`src/rtl/sort_frame_loader.sv`:
```
// sort_frame_loader
//   Collects four serial two's-complement bytes into a registered frame that
//   drives the i1..i4 inputs of a downstream 4-input sorter. After the fourth
//   byte the loader waits SORT_LAT cycles for the sorter outputs to settle.
//   It then presents result_valid until the consumer acknowledges.
//
//   Parameters:
//     SORT_LAT      sorter settle latency in cycles, legal range 1..15
//   Ports:
//     clk           system clock, rising edge
//     rst           asynchronous active-high reset
//     in_data       serial sample byte
//     in_valid      in_data valid
//     in_ready      loader accepts a sample this cycle (FILL and not in reset)
//     i1..i4        registered frame, bytes 1..4 in arrival order
//     result_valid  sorter outputs are valid for the held frame
//     result_ack    consumer has taken the sorter outputs
//     fill_cnt      samples accepted in the current frame
//     frame_cnt     completed frames
//   Build option:
//     SORT_FRAME_LOADER_FRAME_CNT_EN  when defined, frame_cnt counts acknowledged
//                                     frames and wraps at 16 bits; when undefined,
//                                     frame_cnt is tied to zero.
module sort_frame_loader #(
    parameter int unsigned SORT_LAT = 3
) (
    input  logic        clk,
    input  logic        rst,
    input  logic [7:0]  in_data,
    input  logic        in_valid,
    output logic        in_ready,
    output logic [7:0]  i1,
    output logic [7:0]  i2,
    output logic [7:0]  i3,
    output logic [7:0]  i4,
    output logic        result_valid,
    input  logic        result_ack,
    output logic [1:0]  fill_cnt,
    output logic [15:0] frame_cnt
);

    localparam logic [3:0] LAT4 = 4'(SORT_LAT);

    typedef enum logic [1:0] {
        FILL,
        SETTLE,
        PRESENT
    } state_t;

    state_t     state_q, state_d;
    logic [1:0] fill_cnt_q, fill_cnt_d;
    logic [3:0] settle_q, settle_d;
    logic [7:0] i1_q, i1_d;
    logic [7:0] i2_q, i2_d;
    logic [7:0] i3_q, i3_d;
    logic [7:0] i4_q, i4_d;

    // State register plus frame datapath registers.
    always_ff @(posedge clk or posedge rst) begin
        if (rst) begin
            state_q    <= FILL;
            fill_cnt_q <= '0;
            settle_q   <= '0;
            i1_q       <= '0;
            i2_q       <= '0;
            i3_q       <= '0;
            i4_q       <= '0;
        end else begin
            state_q    <= state_d;
            fill_cnt_q <= fill_cnt_d;
            settle_q   <= settle_d;
            i1_q       <= i1_d;
            i2_q       <= i2_d;
            i3_q       <= i3_d;
            i4_q       <= i4_d;
        end
    end

    // Next-state logic.
    always_comb begin
        state_d = state_q;
        unique case (state_q)
            FILL:    if (in_valid && fill_cnt_q == 2'd3) state_d = SETTLE;
            // Leave on the edge where the counter steps 1 -> 0, giving
            // exactly SORT_LAT cycles in SETTLE.
            SETTLE:  if (settle_q <= 4'd1) state_d = PRESENT;
            PRESENT: if (result_ack) state_d = FILL;
            default: state_d = FILL;
        endcase
    end

    // Frame capture and settle countdown.
    always_comb begin
        fill_cnt_d = fill_cnt_q;
        settle_d   = settle_q;
        i1_d       = i1_q;
        i2_d       = i2_q;
        i3_d       = i3_q;
        i4_d       = i4_q;
        if (state_q == FILL && in_valid) begin
            unique case (fill_cnt_q)
                2'd0: i1_d = in_data;
                2'd1: i2_d = in_data;
                2'd2: i3_d = in_data;
                2'd3: i4_d = in_data;
            endcase
            // 2-bit counter wraps 3 -> 0 on the fourth transfer.
            fill_cnt_d = fill_cnt_q + 2'd1;
            if (fill_cnt_q == 2'd3) settle_d = LAT4;
        end
        if (state_q == SETTLE) settle_d = settle_q - 4'd1;
    end

    // Outputs decode from registered state; in_ready is also held low in reset.
    always_comb begin
        in_ready     = (state_q == FILL) && !rst;
        result_valid = (state_q == PRESENT);
        fill_cnt     = fill_cnt_q;
        i1           = i1_q;
        i2           = i2_q;
        i3           = i3_q;
        i4           = i4_q;
    end

`ifdef SORT_FRAME_LOADER_FRAME_CNT_EN
    logic [15:0] frame_cnt_q, frame_cnt_d;

    always_comb begin
        frame_cnt_d = frame_cnt_q;
        if (state_q == PRESENT && result_ack) frame_cnt_d = frame_cnt_q + 16'd1;
    end

    always_ff @(posedge clk or posedge rst) begin
        if (rst) frame_cnt_q <= '0;
        else     frame_cnt_q <= frame_cnt_d;
    end

    assign frame_cnt = frame_cnt_q;
`else
    assign frame_cnt = '0;
`endif

endmodule
```
`config.mk`:
```
export PLATFORM = sky130hd
export DESIGN_NAME = sort_frame_loader
export DESIGN_NICKNAME = d
export VERILOG_FILES = /design/src/rtl/sort_frame_loader.sv
export SDC_FILE = /design/constraint.sdc
export NUM_CORES = 1
export LEC_CHECK = 0
export BUFFER_PORTS_ARGS = -buffer_cell sky130_fd_sc_hd__buf_2
export CORE_UTILIZATION = 53
export DETAILED_ROUTE_END_ITERATION = 10
export HOLD_SLACK_MARGIN = 0.06
export PLACE_DENSITY = 0.93
export SLEW_MARGIN = 0
export SYNTH_ARGS = -nofsm -noshare
export SYNTH_HDL_FRONTEND = slang
export SYNTH_SLANG_ARGS = --single-unit
export TNS_END_PERCENT = 10
```
`constraint.sdc`:
```
create_clock -name clk -period 3.9 [get_ports clk]
set_clock_uncertainty 0.05 [all_clocks]
set_input_delay 0.975 -clock clk [delete_from_list [all_inputs] [get_ports clk]]
set_output_delay 0.975 -clock clk [all_outputs]
set_load 0.1 [all_outputs]
```
==> results of run 1 <==
cell families after synthesis:
logic type / share of synthesized area (%)
simple gates: 10.7
flops: 52.7
buf+inv: 9.62
other cells: 0.197
compound gates: 1.25
fa+ha+maj: 3.95
mux: 20.7
xor+xnor: 0.922
metrics by stage:
stage	cell area, um^2	util, %	instances
final	2160	63.6	244
after global routing	2160	63.6	244
after CTS	2160	63.6	244
after detailed placement	2100	61.9	236
after global placement	2100	61.9	236
after floorplan	1960	-	163
layer usage:
metal | GRT usage, % | vias up | wire length (um)
met5 | 0 | - | 0
li1 | - | 557 | -
met2 | 32.3 | 50 | 1620
met1 | 24.6 | 553 | 1590
met3 | 4.97 | 7 | 200
met4 | 11.4 | 0 | 75
worst max-delay path, delay by kind of cell:
kind / cells / cell delay, ns
buffers and inverters: 2 / 0.55
and+or+nand+nor: 1 / 0.08
synth_stat cells (all sizes together):
| library cell | number |
|---|---|
| mux2i | 1 |
| nand2b | 2 |
| nor2 | 3 |
| o41ai | 1 |
| inv | 5 |
| and3 | 3 |
| nor3 | 2 |
| nand4bb | 1 |
| mux2 | 26 |
| xnor2 | 1 |
| dfrtp | 40 |
| and2b | 1 |
| conb | 1 |
| nand2 | 27 |
| and4bb | 1 |
| nor4 | 1 |
| ha | 6 |
| xor2 | 1 |
| nand3b | 1 |
| buf | 21 |
| o21ai | 3 |
cell type report:
class                           count  area (um^2)  area share [%]
Tap cell                           46         57.6            2.67
Sequential cell                    40         1000            46.4
Inverter                            5         18.8           0.871
Timing Repair Buffer               48          243            11.3
Multi-Input combinational cell     97          777            36.0
Clock buffer                        8         58.8            2.73
final timing paths:
path,end,depth (start not counted)
worst max register to register,i2[2]$_DFFE_PP0P_,3
worst min register to register,i4[7]$_DFFE_PP0P_,2
min in group asynchronous,fill_cnt[1]$_DFFE_PP0P_,3
worst min-delay path,i4[7]$_DFFE_PP0P_,2
worst max-delay path,in_ready,3
max in group asynchronous,i1[5]$_DFFE_PP0P_,3
state kept, by name, summed over array words and instances, names as in the netlist:
signal and flops:
state_q 2, i3 8, i2 8, fill_cnt 2, settle_q 4, i1 8, i4 8
==> out/qor.yml, run 1 <==
setup_path:
  crit_type: "in2out"
  reg2reg_slack_ns: 2.17
  critical_path_peak_fanout: 2
  cp-startpoint: "rst"
  path_cells: "buf_2, nor3_2, buf_2"
  r2r-start: "state_q[1]$_DFFE_PP0P_"
  critPathMostFrequentCell: "buf_2"
  max_stage_delay_ns: 0.44
  critPathCaptureType: "output port"
  cp.required_ns: 2.87
  crit_path_top_delay_cell: "buf_2"
  critPathArrivalTime_ns: 1.61
  startpoint_type: "input pin"
detailed_routing:
  wl_per_cell_um: 14.3
  ant_nets: 0
  route.vias.total: 1167
  wl_mm: 3.48
  firstDrtPassIters: 4
  drtIter0Drc: 89
  avgViaCountPerCell: 4.78
  drc: 0
layout:
  drive_above_1_share_pct: 42.4
  antenna_cells: 0
  nFillCells: 262
  layout_common_cells: "47 x buf_2, 40 x dfrtp_1, 27 x nand2_1, 24 x mux2_4, 16 x conb_1"
  synthToLayoutAreaGrowth_pct: 13.5
  fin_nets: 215
  final_common_cell: "buf_2"
floorplan:
  core_area_um2: 3390
  fp-row-count: 21
  fp.dieH_um: 61.9
  io_pins: 64
  die-area_um2: 3830
  initial_core_util_pct: 56.0
  dieWidth_um: 61.9
clock_network:
  cts.clk_slew.worst_paths_ns: 0.11
  cts_sinks: 40
  clock_latency_ns: 0.35
  cts_tree: "built"
  cts_resized: 0
  post_cts_buffers: 0
  numCtsBuffers: 5
  clk_path_buf_depth: 2
  holdBufCountCts: 0
  ctsRootBufferMaster: "clkbuf_4"
  cts.htree.levels: 2
timing:
  postLayoutSetupSlackWorst_ns: 1.27
  holdWs_ns: 0.439
  max_freq_mhz: 380
  fin_setup_tns_ns: 0
  rsz0062_at_grt: "no"
  hold_violations: 0
  slew_headroom_pct: 60.2
  period_minus_slack_ns: 2.63
  slew_violations: 0
  setup_viol: 0
  fin_crit_sh_pct: 67.4
  worst_slew_pin_slew_ns: 0.597
synthesis:
  synth.area.top_cells: "dfrtp_1 53%, mux2_4 19%, buf_4 6.3%"
  syn-cell-area_um2: 1900
  seq_area_frac_synth_pct: 52.7
  synthDominantCellAreaShare_pct: 52.7
  synthCells: 148
  avgSynthCellArea_um2: 12.8
  ys_warn_count: 0
  synth_area_leader_cell: "dfrtp_1"
  synth-seq-cells: 40
  synth_cell_types: 25
placed_design:
  gp_congestion: 0.687
  pre_cts_ws_ns: 1.27
  io_buffers: 47
  dp_hpwl_mm: 2.57
hold_path:
  hold_start: "i4[7]$_DFFE_PP0P_"
  hold_path_class: "reg2reg"
grt:
  track_usage_pct: 20.0
  grt_antenna_before_repair: 0
  globalRouteOverflowTotal: 0
  grt_pass1_wl_mm: 5.25
  grt_pass1_vias: 1106
  grt_max_degree: 41
status:
  status: "complete, no violations"
flow_run:
  max-cap-violations: 0
Power of run 1 is not shown: default switching activity piles up to over one toggle a cycle in this logic, so the estimate is an artifact.
==> inputs of run 2 (changes only) <==
--- a/config.mk
+++ b/config.mk
@@ -6,10 +6,10 @@
 export NUM_CORES = 1
 export LEC_CHECK = 0
 export BUFFER_PORTS_ARGS = -buffer_cell sky130_fd_sc_hd__buf_2
-export CORE_UTILIZATION = 53
+export CORE_UTILIZATION = 45
 export DETAILED_ROUTE_END_ITERATION = 10
 export HOLD_SLACK_MARGIN = 0.06
-export PLACE_DENSITY = 0.93
+export PLACE_DENSITY = 0.85
 export SLEW_MARGIN = 0
 export SYNTH_ARGS = -nofsm -noshare
 export SYNTH_HDL_FRONTEND = slang
==> constraint.sdc (replaced) <==
create_clock -name clk -period 2.4 [get_ports clk]
set_clock_uncertainty 0.05 [all_clocks]
set_input_delay 0.6 -clock clk [delete_from_list [all_inputs] [get_ports clk]]
set_output_delay 0.6 -clock clk [all_outputs]
set_load 0.1 [all_outputs]
==> out/qor.yml, run 2 (synthesis gave the netlist of run 1 again) <==
timing:
  period_minus_slack_ns: 2.08
  rsz0062_at_grt: "no"
  worst_slew_pin_slew_ns: 0.592
  slew_violations: 0
  hold_violations: 0
  fin_crit_sh_pct: 86.7
  setup_viol: 0
  slew_headroom_pct: 60.6
  max_freq_mhz: 480
  fin_setup_tns_ns: 0
detailed_routing:
  wl_per_cell_um: 14.0
  avgViaCountPerCell: 4.71
  drc: 0
  drtIter0Drc: 94
  ant_nets: 0
  route.vias.total: 1167
  wl_mm: 3.47
  firstDrtPassIters: 4
setup_path:
  startpoint_type: "flip-flop"
  cp.required_ns: 1.75
  critPathCaptureType: "output port"
  max_stage_delay_ns: 0.48
  path_cells: "and2b_2, buf_2"
  reg2reg_slack_ns: 0.67
  critPathArrivalTime_ns: 1.43
  ff2ff_path_depth: 3
  crit_path_top_delay_cell: "dfrtp_1"
  crit_type: "reg2out"
  critical_path_peak_fanout: 7
grt:
  grt_antenna_before_repair: 0
  grt_pass1_vias: 1112
  track_usage_pct: 16.8
  globalRouteOverflowTotal: 0
  grt_pass1_wl_mm: 5.38
  grt_max_degree: 41
placed_design:
  dp_hpwl_mm: 2.45
  gp_congestion: 0.725
  io_buffers: 47
clock_network:
  post_cts_buffers: 0
  clock_latency_ns: 0.28
  cts_resized: 0
  ctsRootBufferMaster: "clkbuf_8"
  cts_tree: "built"
  holdBufCountCts: 0
  cts.htree.levels: 2
  clk_path_buf_depth: 2
  cts_sinks: 40
  cts.clk_slew.worst_paths_ns: 0.07
  numCtsBuffers: 5
floorplan:
  core_area_um2: 4030
  die-area_um2: 4480
  fp-row-count: 23
  io_pins: 64
  dieWidth_um: 67.0
  initial_core_util_pct: 47.1
  fp.dieH_um: 67.0
layout:
  drive_above_1_share_pct: 42.9
  fin_util_pct: 55.0
  fin_nets: 215
  final_common_cell: "buf_2"
  layout_common_cells: "47 x buf_2, 40 x dfrtp_1, 27 x nand2_1, 24 x mux2_4, 16 x conb_1"
  synthToLayoutAreaGrowth_pct: 16.7
  antenna_cells: 0
hold_path:
  hold_path_class: "in2async"
flow_run:
  max-cap-violations: 0
status:
  status: "complete, no violations"
run 2: changes by cell type in the layout (fill, tap and decap cells not counted), sizes merged:
cell    before  now
clkbuf       8    6
clkinv       0    1
bufinv       0    1
run 2: routing by layer:
metal  wire length [um]  up-vias  track usage (%)
li1                   -      549                -
met2               1670       40             27.3
met3                175        2             5.65
met4                 18        0             4.79
met1               1600      576             21.2
met5                  0        -                0
run 2: through the flow:
stage / worst slack [ns] / cell area (um^2) / cells / hold slack [ns]
after floorplan: 0.294 / 1970 / 163 / 0.422
final: 0.318 / 2220 / 248 / 0.405
after global routing: 0.263 / 2220 / 248 / 0.452
after global placement: 0.507 / 2110 / 240 / 0.404
after CTS: 0.305 / 2220 / 248 / 0.421
after detailed placement: 0.502 / 2110 / 240 / 0.412
run 2: final timing paths:
kind / endpoint / from
min in group clk: i4[6]$_DFFE_PP0P_ / i4[6]$_DFFE_PP0P_
setup / recovery: result_valid / state_q[0]$_DFFE_PP0P_
hold / removal: state_q[1]$_DFFE_PP0P_ / rst
setup reg to reg: i1[1]$_DFFE_PP0P_ / state_q[1]$_DFFE_PP0P_
hold reg to reg: i4[6]$_DFFE_PP0P_ / i4[6]$_DFFE_PP0P_
max in group asynchronous: settle_q[3]$_DFFE_PP0P_ / rst
run 2: cell type report:
cell class | instances | area, um^2
clock inverters | 2 | 35.0
well taps | 50 | 62.6
fillers | 363 | 1810
clock buffers | 6 | 72.6
flip-flops and latches | 40 | 1000
multi-input cells | 97 | 783
repair buffers | 48 | 243
inverters | 5 | 18.8
run 2: critical path: cells and delay by family, from the launching register on:
family	cells	cell delay (ns)
DFF	1	0.48
and+or+nand+nor	1	0.26
buffers and inverters	1	0.42
Power of run 2 is left out for the same reason.
==> inputs of run 3 (changes only) <==
--- a/config.mk
+++ b/config.mk
@@ -6,7 +6,10 @@
 export NUM_CORES = 1
 export LEC_CHECK = 0
 export BUFFER_PORTS_ARGS = -buffer_cell sky130_fd_sc_hd__buf_2
-export CORE_UTILIZATION = 45
+export CELL_PAD_IN_SITES_DETAIL_PLACEMENT = 0
+export CELL_PAD_IN_SITES_GLOBAL_PLACEMENT = 1
+export CORE_ASPECT_RATIO = 1.5
+export CORE_UTILIZATION = 35
 export DETAILED_ROUTE_END_ITERATION = 10
 export HOLD_SLACK_MARGIN = 0.06
 export PLACE_DENSITY = 0.85
==> out/qor.yml, run 3 (synthesis gave the netlist of run 1 again) <==
status:
  status: "complete, no violations"
detailed_routing:
  route.vias.total: 1157
  wl_per_cell_um: 12.8
  firstDrtPassIters: 3
  ant_nets: 0
  wl_mm: 3.39
  drtIter0Drc: 80
  avgViaCountPerCell: 4.37
  drc: 0
setup_path:
  crit_type: "reg2out"
  r2r-start: "state_q[1]$_DFFE_PP0P_"
  ff2ff_path_depth: 3
  cp.required_ns: 1.75
  critical_path_peak_fanout: 7
  reg2reg_slack_ns: 0.63
  critPathArrivalTime_ns: 1.43
  critPathCaptureType: "output port"
  reg2reg_to: "i3[7]$_DFFE_PP0P_"
  startpoint_type: "flip-flop"
clock_network:
  clock_latency_ns: 0.28
  cts.htree.levels: 2
  holdBufCountCts: 0
  clk_path_buf_depth: 2
  cts_sinks: 40
  post_cts_buffers: 0
  cts_resized: 0
  cts.clk_slew.worst_paths_ns: 0.08
  numCtsBuffers: 5
  ctsRootBufferMaster: "clkbuf_8"
  cts_tree: "built"
grt:
  globalRouteOverflowTotal: 0
  grt_pass1_vias: 1137
  track_usage_pct: 12.7
  grt_antenna_before_repair: 0
  grt_max_degree: 41
  grt_pass1_wl_mm: 5.52
timing:
  holdWs_ns: 0.408
  setup_viol: 0
  worst_slew_pin_slew_ns: 0.622
  hold_violations: 0
  slew_headroom_pct: 58.6
  max_freq_mhz: 482
  fin_crit_sh_pct: 86.5
  fin_setup_tns_ns: 0
  period_minus_slack_ns: 2.08
  slew_violations: 0
  rsz0062_at_grt: "no"
floorplan:
  fp-row-count: 32
  dieWidth_um: 62.1
  fp.dieH_um: 92.2
  io_pins: 64
  core_area_um2: 5160
  die-area_um2: 5730
  initial_core_util_pct: 36.8
placed_design:
  dp_hpwl_mm: 2.42
  gp_congestion: 0.680
  io_buffers: 47
layout:
  layout_common_cells: "47 x buf_2, 40 x dfrtp_1, 27 x nand2_1, 24 x mux2_4, 16 x conb_1"
  synthToLayoutAreaGrowth_pct: 19.0
  drive_above_1_share_pct: 43.1
  antenna_cells: 0
  fin_nets: 215
  final_common_cell: "buf_2"
flow_run:
  max-cap-violations: 0
hold_path:
  hold_path_class: "in2async"
[run 3: how the worst max path moves through the flow]
| stage | end | startpoint | slack [ns] |
|---|---|---|---|
| 6_report | result_valid | state_q[0]$_DFFE_PP0P_ | 0.32 |
| 5_1_grt | result_valid | state_q[0]$_DFFE_PP0P_ | 0.25 |
| 3_5_place_dp | in_ready | rst | 0.50 |
| 3_3_place_gp | in_ready | rst | 0.50 |
| 2_1_floorplan | i3[0]$_DFFE_PP0P_ | fill_cnt[0]$_DFFE_PP0P_ | 0.29 |
| 4_1_cts | result_valid | state_q[0]$_DFFE_PP0P_ | 0.31 |
[run 3: layout make-up]
class | count | area [um^2]
Tap cell | 68 | 85.1
Multi-Input combinational cell | 97 | 783
Timing Repair Buffer | 48 | 243
Clock inverter | 2 | 60.1
Clock buffer | 5 | 68.8
Inverter | 5 | 18.8
Sequential cell | 40 | 1000
Fill cell | 492 | 2910
[run 3: worst max-delay path, stage by stage, from the launching register on]
cell	delay (ns)
dfrtp_1	0.47
and2b_2	0.25
buf_2	0.42
[run 3: metrics by stage]
step | utilization [%] | instances | worst slack, ns | cell area [um^2]
after global placement | 41.3 | 258 | 0.504 | 2130
after floorplan | - | 163 | 0.294 | 1970
after CTS | 43.8 | 265 | 0.309 | 2260
after detailed placement | 41.3 | 258 | 0.503 | 2130
after global routing | 43.8 | 265 | 0.250 | 2260
final | 43.8 | 265 | 0.325 | 2260
[run 3: layer usage]
metal  GRT usage (%)  wire length [um]
met5               0                 0
met4            4.65                43
met3            3.48               179
met2            22.3              1720
met1            14.6              1450
Power of run 3 is left out for the same reason.
